<file path="src/rtl/dense_layer_engine_if.sv">
// rtl/dense_layer_engine_if.sv - Control, input/output data and weight-write bundle for dense_layer_engine
interface dense_layer_engine_if #(
    parameter int N_IN   = 30,
    parameter int N_OUT  = 5,
    parameter int DATA_W = 10,
    parameter int W_W    = 10
) ();
    localparam int N_W = N_IN * N_OUT;
    localparam int AW  = (N_W > 1) ? $clog2(N_W) : 1;

    logic                      Start;
    logic                      Init;
    logic [15:0]               Seed;
    logic [N_IN*DATA_W-1:0]    In;
    logic                      Wr_en;
    logic [AW-1:0]             Wr_addr;
    logic [W_W-1:0]            Wr_data;
    logic [N_OUT*DATA_W-1:0]   Out;
    logic                      Busy;
    logic                      Done;
    logic [1:0]                State;

    modport master (
        output Start, Init, Seed, In, Wr_en, Wr_addr, Wr_data,
        input  Out, Busy, Done, State
    );

    modport slave (
        input  Start, Init, Seed, In, Wr_en, Wr_addr, Wr_data,
        output Out, Busy, Done, State
    );
endinterface

</file>
<file path="src/rtl/dense_layer_engine.sv">
// rtl/dense_layer_engine.sv - One-MAC-per-cycle dense layer with ReLU and saturation
// Optional LFSR weight initialisation enabled by macro DENSE_LAYER_LFSR_INIT_EN.
module dense_layer_engine #(
    parameter int N_IN   = 30,
    parameter int N_OUT  = 5,
    parameter int DATA_W = 10,
    parameter int W_W    = 10,
    parameter int SHIFT  = 8
) (
    input  logic                 Clock,
    input  logic                 Rst,
    dense_layer_engine_if.slave  bus
);
    localparam int N_W   = N_IN * N_OUT;
    localparam int AW    = (N_W > 1) ? $clog2(N_W) : 1;
    localparam int IW    = (N_IN > 1) ? $clog2(N_IN) : 1;
    localparam int JW    = (N_OUT > 1) ? $clog2(N_OUT) : 1;
    localparam int ACC_W = DATA_W + W_W + 1 + $clog2(N_IN);
    localparam logic signed [ACC_W-1:0] OUT_MAX = ACC_W'((1 << DATA_W) - 1);

    typedef enum logic [1:0] {
        S_IDLE = 2'd0,
        S_MAC  = 2'd1,
        S_INIT = 2'd2,
        S_DONE = 2'd3
    } state_t;

    state_t                  state, state_d;
    logic                    done_q, done_d;

    logic [DATA_W-1:0]       in_arr  [N_IN];
    logic signed [W_W-1:0]   w_mem   [N_W];
    logic [DATA_W-1:0]       out_arr [N_OUT];
    logic [N_OUT*DATA_W-1:0] out_flat;

    logic signed [ACC_W-1:0] acc, prod, sum, shifted;
    logic [DATA_W-1:0]       in_sel, clipped;
    logic signed [W_W-1:0]   w_sel;
    logic [IW-1:0]           i_cnt;
    logic [JW-1:0]           j_cnt;
    logic [AW-1:0]           w_idx;

    logic start_mac, last_prod, last_neuron;

    assign start_mac   = bus.Start & ~bus.Init;
    assign last_prod   = (i_cnt == IW'(N_IN - 1));
    assign last_neuron = (j_cnt == JW'(N_OUT - 1));

`ifdef DENSE_LAYER_LFSR_INIT_EN
    logic        start_init, last_w;
    logic [15:0] lfsr, lfsr_next;

    assign start_init = bus.Start & bus.Init;
    assign last_w     = (w_idx == AW'(N_W - 1));
    assign lfsr_next  = {lfsr[14:0], lfsr[15] ^ lfsr[13] ^ lfsr[12] ^ lfsr[10]};
`else
    logic unused_seed;
    assign unused_seed = ^bus.Seed;
`endif

    // w_idx walks j*N_IN+i alongside the i/j counters, so it addresses the weight directly
    assign in_sel  = in_arr[i_cnt];
    assign w_sel   = w_mem[w_idx];
    assign prod    = ACC_W'($signed({1'b0, in_sel})) * ACC_W'(w_sel);
    assign sum     = acc + prod;
    assign shifted = sum >>> SHIFT;

    always_comb begin
        clipped = shifted[DATA_W-1:0];
        if (shifted[ACC_W-1]) begin
            clipped = '0;
        end else if (shifted > OUT_MAX) begin
            clipped = '1;
        end
    end

    always_ff @(posedge Clock) begin
        if (Rst) begin
            state  <= S_IDLE;
            done_q <= 1'b0;
        end else begin
            state  <= state_d;
            done_q <= done_d;
        end
    end

    // DONE lasts two cycles: the first lets the final Out write settle, the second carries the pulse
    always_comb begin
        state_d = state;
        done_d  = 1'b0;
        case (state)
            S_IDLE: begin
                if (start_mac) begin
                    state_d = S_MAC;
                end
`ifdef DENSE_LAYER_LFSR_INIT_EN
                else if (start_init) begin
                    state_d = S_INIT;
                end
`endif
            end
            S_MAC: begin
                if (last_prod && last_neuron) begin
                    state_d = S_DONE;
                end
            end
`ifdef DENSE_LAYER_LFSR_INIT_EN
            S_INIT: begin
                if (last_w) begin
                    state_d = S_DONE;
                end
            end
`endif
            S_DONE: begin
                if (done_q) begin
                    state_d = S_IDLE;
                end else begin
                    done_d = 1'b1;
                end
            end
            default: state_d = S_IDLE;
        endcase
    end

    always_ff @(posedge Clock) begin
        if (Rst) begin
            for (int n = 0; n < N_IN; n++)  in_arr[n]  <= '0;
            for (int n = 0; n < N_W; n++)   w_mem[n]   <= '0;
            for (int n = 0; n < N_OUT; n++) out_arr[n] <= '0;
            acc   <= '0;
            i_cnt <= '0;
            j_cnt <= '0;
            w_idx <= '0;
`ifdef DENSE_LAYER_LFSR_INIT_EN
            lfsr  <= '0;
`endif
        end else begin
            case (state)
                S_IDLE: begin
                    // a write coinciding with Start lands before the first MAC read
                    if (bus.Wr_en && (32'(bus.Wr_addr) < N_W)) begin
                        w_mem[bus.Wr_addr] <= $signed(bus.Wr_data);
                    end
                    if (start_mac) begin
                        for (int n = 0; n < N_IN; n++) begin
                            in_arr[n] <= bus.In[n*DATA_W +: DATA_W];
                        end
                        acc   <= '0;
                        i_cnt <= '0;
                        j_cnt <= '0;
                        w_idx <= '0;
                    end
`ifdef DENSE_LAYER_LFSR_INIT_EN
                    else if (start_init) begin
                        lfsr  <= (bus.Seed == 16'h0000) ? 16'hACE1 : bus.Seed;
                        w_idx <= '0;
                    end
`endif
                end
                S_MAC: begin
                    w_idx <= w_idx + AW'(1);
                    if (last_prod) begin
                        out_arr[j_cnt] <= clipped;
                        acc            <= '0;
                        i_cnt          <= '0;
                        j_cnt          <= j_cnt + JW'(1);
                    end else begin
                        acc   <= sum;
                        i_cnt <= i_cnt + IW'(1);
                    end
                end
`ifdef DENSE_LAYER_LFSR_INIT_EN
                S_INIT: begin
                    lfsr         <= lfsr_next;
                    w_mem[w_idx] <= $signed(lfsr_next[W_W-1:0]);
                    w_idx        <= w_idx + AW'(1);
                end
`endif
                default: ;
            endcase
        end
    end

    always_comb begin
        out_flat = '0;
        for (int n = 0; n < N_OUT; n++) begin
            out_flat[n*DATA_W +: DATA_W] = out_arr[n];
        end
    end

    assign bus.Out   = out_flat;
    assign bus.Busy  = (state == S_MAC) || (state == S_INIT);
    assign bus.Done  = done_q;
    assign bus.State = state;
endmodule

</file>
<file path="src/flat_wrapper.sv">
// flat-port wrapper written by rule: the top's interface ports become plain ports
module dense_layer_engine_flat 
#(
    parameter int N_IN   = 30,
    parameter int N_OUT  = 5,
    parameter int DATA_W = 10,
    parameter int W_W    = 10,
    parameter int SHIFT  = 8
)
  (Clock, Rst, bus_Start, bus_Init, bus_Seed, bus_In, bus_Wr_en, bus_Wr_addr, bus_Wr_data, bus_Out, bus_Busy, bus_Done, bus_State);
  dense_layer_engine_if #(.N_IN(N_IN), .N_OUT(N_OUT), .DATA_W(DATA_W), .W_W(W_W)) bus_i ();
  input  logic Clock;
  input  logic Rst;
  input wire logic [$bits(bus_i.Start)-1:0] bus_Start;
  input wire logic [$bits(bus_i.Init)-1:0] bus_Init;
  input wire logic [$bits(bus_i.Seed)-1:0] bus_Seed;
  input wire logic [$bits(bus_i.In)-1:0] bus_In;
  input wire logic [$bits(bus_i.Wr_en)-1:0] bus_Wr_en;
  input wire logic [$bits(bus_i.Wr_addr)-1:0] bus_Wr_addr;
  input wire logic [$bits(bus_i.Wr_data)-1:0] bus_Wr_data;
  output wire logic [$bits(bus_i.Out)-1:0] bus_Out;
  output wire logic [$bits(bus_i.Busy)-1:0] bus_Busy;
  output wire logic [$bits(bus_i.Done)-1:0] bus_Done;
  output wire logic [$bits(bus_i.State)-1:0] bus_State;
  assign bus_i.Start = bus_Start;
  assign bus_i.Init = bus_Init;
  assign bus_i.Seed = bus_Seed;
  assign bus_i.In = bus_In;
  assign bus_i.Wr_en = bus_Wr_en;
  assign bus_i.Wr_addr = bus_Wr_addr;
  assign bus_i.Wr_data = bus_Wr_data;
  assign bus_Out = bus_i.Out;
  assign bus_Busy = bus_i.Busy;
  assign bus_Done = bus_i.Done;
  assign bus_State = bus_i.State;
  dense_layer_engine #(.N_IN(N_IN), .N_OUT(N_OUT), .DATA_W(DATA_W), .W_W(W_W), .SHIFT(SHIFT)) u_core (.Clock(Clock), .Rst(Rst), .bus(bus_i));
endmodule
</file>
<file path="config.mk">
export PLATFORM = sky130hd
export DESIGN_NAME = dense_layer_engine_flat
export DESIGN_NICKNAME = d
export VERILOG_FILES = /design/src/rtl/dense_layer_engine_if.sv /design/src/rtl/dense_layer_engine.sv /design/src/flat_wrapper.sv
export SDC_FILE = /design/constraint.sdc
export NUM_CORES = 2
export LEC_CHECK = 0
export CORE_ASPECT_RATIO = 0.7
export CORE_MARGIN = 1.5
export CORE_UTILIZATION = 56
export CTS_CLUSTER_DIAMETER = 100
export DETAILED_ROUTE_END_ITERATION = 6
export PLACE_DENSITY_LB_ADDON = 0.08
export SYNTH_ARGS = -nofsm -noshare
export SYNTH_HDL_FRONTEND = slang
export SYNTH_SLANG_ARGS = --single-unit
</file>
<file path="constraint.sdc">
create_clock -name Clock -period 8.38 [get_ports Clock]
set_input_delay 0.838 -clock Clock [delete_from_list [all_inputs] [get_ports Clock]]
set_output_delay 0.838 -clock Clock [all_outputs]
set_load 0.1 [all_outputs]
</file>
==> results.json <==
{
  "arrival_ps": 9420,
  "die_height_um": 407,
  "p_seq_share_pct": 50.5,
  "netlist_area_um2": 131000,
  "drive_gt1_share_pct": 21.3,
  "power_switching_share_pct": 23.9,
  "avgRoutedWirePerCell_um": 25.0,
  "worst_slack_ps": -459,
  "num-nets-final": 9712,
  "dpl.cell_count": 11900,
  "crit_type": "reg2reg",
  "syn_to_final_growth_pct": 18.8,
  "violations": "negative setup slack",
  "syn_area_per_cell_um2": 17.7,
  "gp_congestion": 0.896,
  "hold_class": "reg2reg",
  "status": "complete, but fails checks",
  "worst_pin_slew_ps": 1290,
  "stdcell_area_um2": 155000,
  "path_max_fanout": 8,
  "fin_cells": 12500,
  "grt_usage_pct": 26.6,
  "dieArea_um2": 236000,
  "grt_first_pass_wirelength_um": 462000,
  "final_hold_viol_count": 0,
  "cp-end-kind": "flip-flop",
  "io_buffers": 376,
  "utilization_pct": 66.8,
  "async_reset_ff_share_pct": 0,
  "rsz0062_at_grt": "true",
  "via_count": 70900,
  "fin_setup_tns_ps": -21340,
  "post-route-period-util_pct": 105,
  "initial_core_util_pct": 56.3,
  "std_cell_rows": 148,
  "fp.dieW_um": 580,
  "syn_inst": 7387,
  "maxCapViolCount": 0,
  "drc_errors": 0,
  "use_met2_pct": 40.0,
  "clock_path_buffers": 4,
  "p_per_area_nw_per_um2": 222,
  "synth_flop_cell": "edfxtp_1",
  "htreeDepth": 5,
  "crit_path_frequent_cell": "buf_12",
  "yosysUniqueCellTypes": 71,
  "place_area_um2": 145000,
  "avgViaCountPerCell": 5.67,
  "total_leakage_power_uw": 0.0565,
  "p_switching_uw": 8250,
  "intPower_uw": 26200,
  "antenna_found_initial": 30,
  "yosys_register_bits": 2968,
  "cp.required_ps": 8960,
  "power.total_uw": 34500,
  "layout_min_cycle_time_ps": 8840,
  "cts_made_buffers": 293,
  "slew_headroom_pct": 13.6,
  "dr.pass1.iters": 5,
  "setup_viol": 51,
  "comb_power_share_pct": 13.4,
  "cp_slowest_cell": "mux4_2",
  "cp-start-kind": "flip-flop",
  "ios": 393,
  "worstSkewPairLatency_ps": 850,
  "fp.coreArea_um2": 232000,
  "ctsHoldBuffers": 0,
  "grt_util_met1_pct": 40.9,
  "clkPwrFrac_pct": 36.2,
  "grt-ovfl-total": 0,
  "postRouteAntennaNets": 0,
  "ir_drop_mv": 0.282,
  "yosysSeqAreaShare_pct": 67.8,
  "slowest_delay_ps": 620,
  "slew_viol_final": 0,
  "max_freq_ghz": 0.113,
  "path_clk_slew_ps": 60,
  "grt_pass1_vias": 71100,
  "cts_root_buf": "clkbuf_16",
  "top_usage_layer": "met1",
  "yosys_warnings": 0,
  "grt_max_degree": 187,
  "cts_tree": "done",
  "routed_wl_um": 313000,
  "synth_edf_count": 2910,
  "place_hpwl_um": 208000,
  "grtUsageMet3_pct": 5.02,
  "numClockSinks": 2968,
  "skew_ps": 38.1,
  "drtIter0Drc": 8070
}
[per-stage QoR]
stage / setup WS (ps) / hold slack, ps
after detailed placement: -602 / 494
after global placement: -622 / 468
after global routing: -664 / 502
after floorplan: -50.3 / 455
final: -459 / 503
after CTS: -333 / 470
[repair_timing]
action / CTS / global route
setup buffers: 48 / 25
gates resized for setup: 72 / 67
setup endpoints to repair: 56 / 60
cloned: 10 / 2
pin swaps: 15 / 36
[synthesized netlist by cell type, drive strengths merged (3+ instances only)]
| cell | number | share of area (%) |
|---|---|---|
| nor2b | 154 | 0.74 |
| nand4 | 16 | 0.12 |
| a21oi | 77 | 0.29 |
| o211ai | 3 | 0.017 |
| ha | 87 | 0.83 |
| xnor2 | 18 | 0.14 |
| mux2 | 19 | 0.16 |
| o22ai | 7 | 0.034 |
| o21bai | 6 | 0.034 |
| nand2b | 29 | 0.14 |
| nand2 | 78 | 0.22 |
| or2 | 16 | 0.077 |
| a22oi | 14 | 0.080 |
| nor3 | 8 | 0.031 |
| xor2 | 16 | 0.11 |
| and3 | 5 | 0.024 |
| a21o | 8 | 0.046 |
| nor2 | 272 | 0.78 |
| mux4 | 914 | 16 |
| o31ai | 3 | 0.017 |
| mux2i | 26 | 0.20 |
| buf | 122 | 0.49 |
| nand3 | 23 | 0.098 |
| a41oi | 3 | 0.020 |
| fa | 83 | 1.3 |
| a211oi | 6 | 0.034 |
| clkbuf | 374 | 1.1 |
| a221oi | 4 | 0.027 |
| edfxtp | 2910 | 67 |
| dfxtp | 58 | 0.89 |
| o21ai | 176 | 0.69 |
| inv | 130 | 0.38 |
| a31oi | 4 | 0.019 |
| nor3b | 3 | 0.017 |
| and2 | 1691 | 8.1 |
[final timing paths]
path,startpoint,to,slack [ps],depth (start not counted)
max,flip-flop,u_core.out_arr[2][8],-460,33
min,u_core.acc[20],u_core.acc[20],500,2
max reg2reg,flip-flop,u_core.out_arr[2][8],-460,33
min reg2reg,u_core.acc[20],u_core.acc[20],500,2
[critical path, delay by kind of cell (launching register included)]
family,cells,cell delay [ps]
flops,1,370
mux,4,2230
compound gates,4,690
buf+inv,13,1710
simple gates,5,810
fa+ha+maj,6,2570
xor+xnor,1,180
[layout make-up]
class                           count  area (µm²)
Clock inverter                    130         893
Tap cell                         3075        3850
Multi-Input combinational cell   4850       43900
Timing Repair Buffer              958        9460
Sequential cell                  2968       88600
Antenna cell                       11        27.5
Inverter                          132         515
Fill cell                       16000       77000
Clock buffer                      382        7930
[placed cells by master, fill, tap and decap left out, types with 18 or more instances in the layout]
master / Yosys / final
dfxtp_1: 58 / 51
nor2_1: 272 / 265
clkinv_2: 1 / 42
buf_4: 8 / 472
nand3_1: 22 / 18
o21ai_0: 164 / 151
nand2b_1: 29 / 28
clkinv_1: 1 / 60
and2_1: 1690 / 1690
buf_16: 0 / 18
conb_1: 1 / 1060
clkbuf_16: 0 / 306
nand2_1: 78 / 65
mux2_2: 18 / 18
mux4_2: 914 / 914
buf_12: 2 / 63
fa_1: 83 / 78
buf_6: 4 / 30
clkdlybuf4s50_1: 0 / 365
a21oi_1: 77 / 63
ha_1: 87 / 82
clkbuf_1: 374 / 75
nor2b_1: 154 / 154
inv_1: 127 / 124
mux2i_1: 26 / 25
edfxtp_1: 2910 / 2910
[metal layers]
metal  vias to the layer above  routed length [µm]  share of wire [%]
li1                      30800                   -                  -
met1                     36800              136000                 44
met2                      2789              142000                 45
met3                       420               27800                8.9
met4                        12                6910                2.2
met5                         -                  72              0.023
[flip-flops by register name, indices dropped and copies added (netlist names), named ones only]
register,cells
u_core.acc,26
u_core.bus.Done,1
u_core.bus.State,2
u_core.i_cnt,5
u_core.in_arr,300
u_core.j_cnt,3
u_core.out_arr,50
u_core.w_idx,8
u_core.w_mem,2560
[power groups by stage]
| stage | clock [µW] | combinational, µW | sequential, µW |
|---|---|---|---|
| 2_1_floorplan | 0 | 2380 | 17700 |
| 3_3_place_gp | 0 | 4250 | 17700 |
| 3_5_place_dp | 0 | 4280 | 17700 |
| 4_1_cts | 12700 | 4500 | 17400 |
| 5_1_grt | 13200 | 4940 | 17500 |
| 6_report | 12500 | 4600 | 17400 |
[cells by family (layout without fill, tap and decap cells)]
| family | Yosys count | count (layout) | share of synthesized area (%) |
|---|---|---|---|
| compound gates | 324 | 324 | 1.40 |
| xor+xnor | 34 | 34 | 0.248 |
| fa+ha+maj | 170 | 170 | 2.11 |
| buf+inv | 628 | 1602 | 1.95 |
| flops | 2968 | 2968 | 67.8 |
| mux | 959 | 959 | 16.1 |
| other cells | 1 | 1071 | 0.00287 |
| simple gates | 2303 | 2303 | 10.4 |
(Power assumes the default switching activity.)
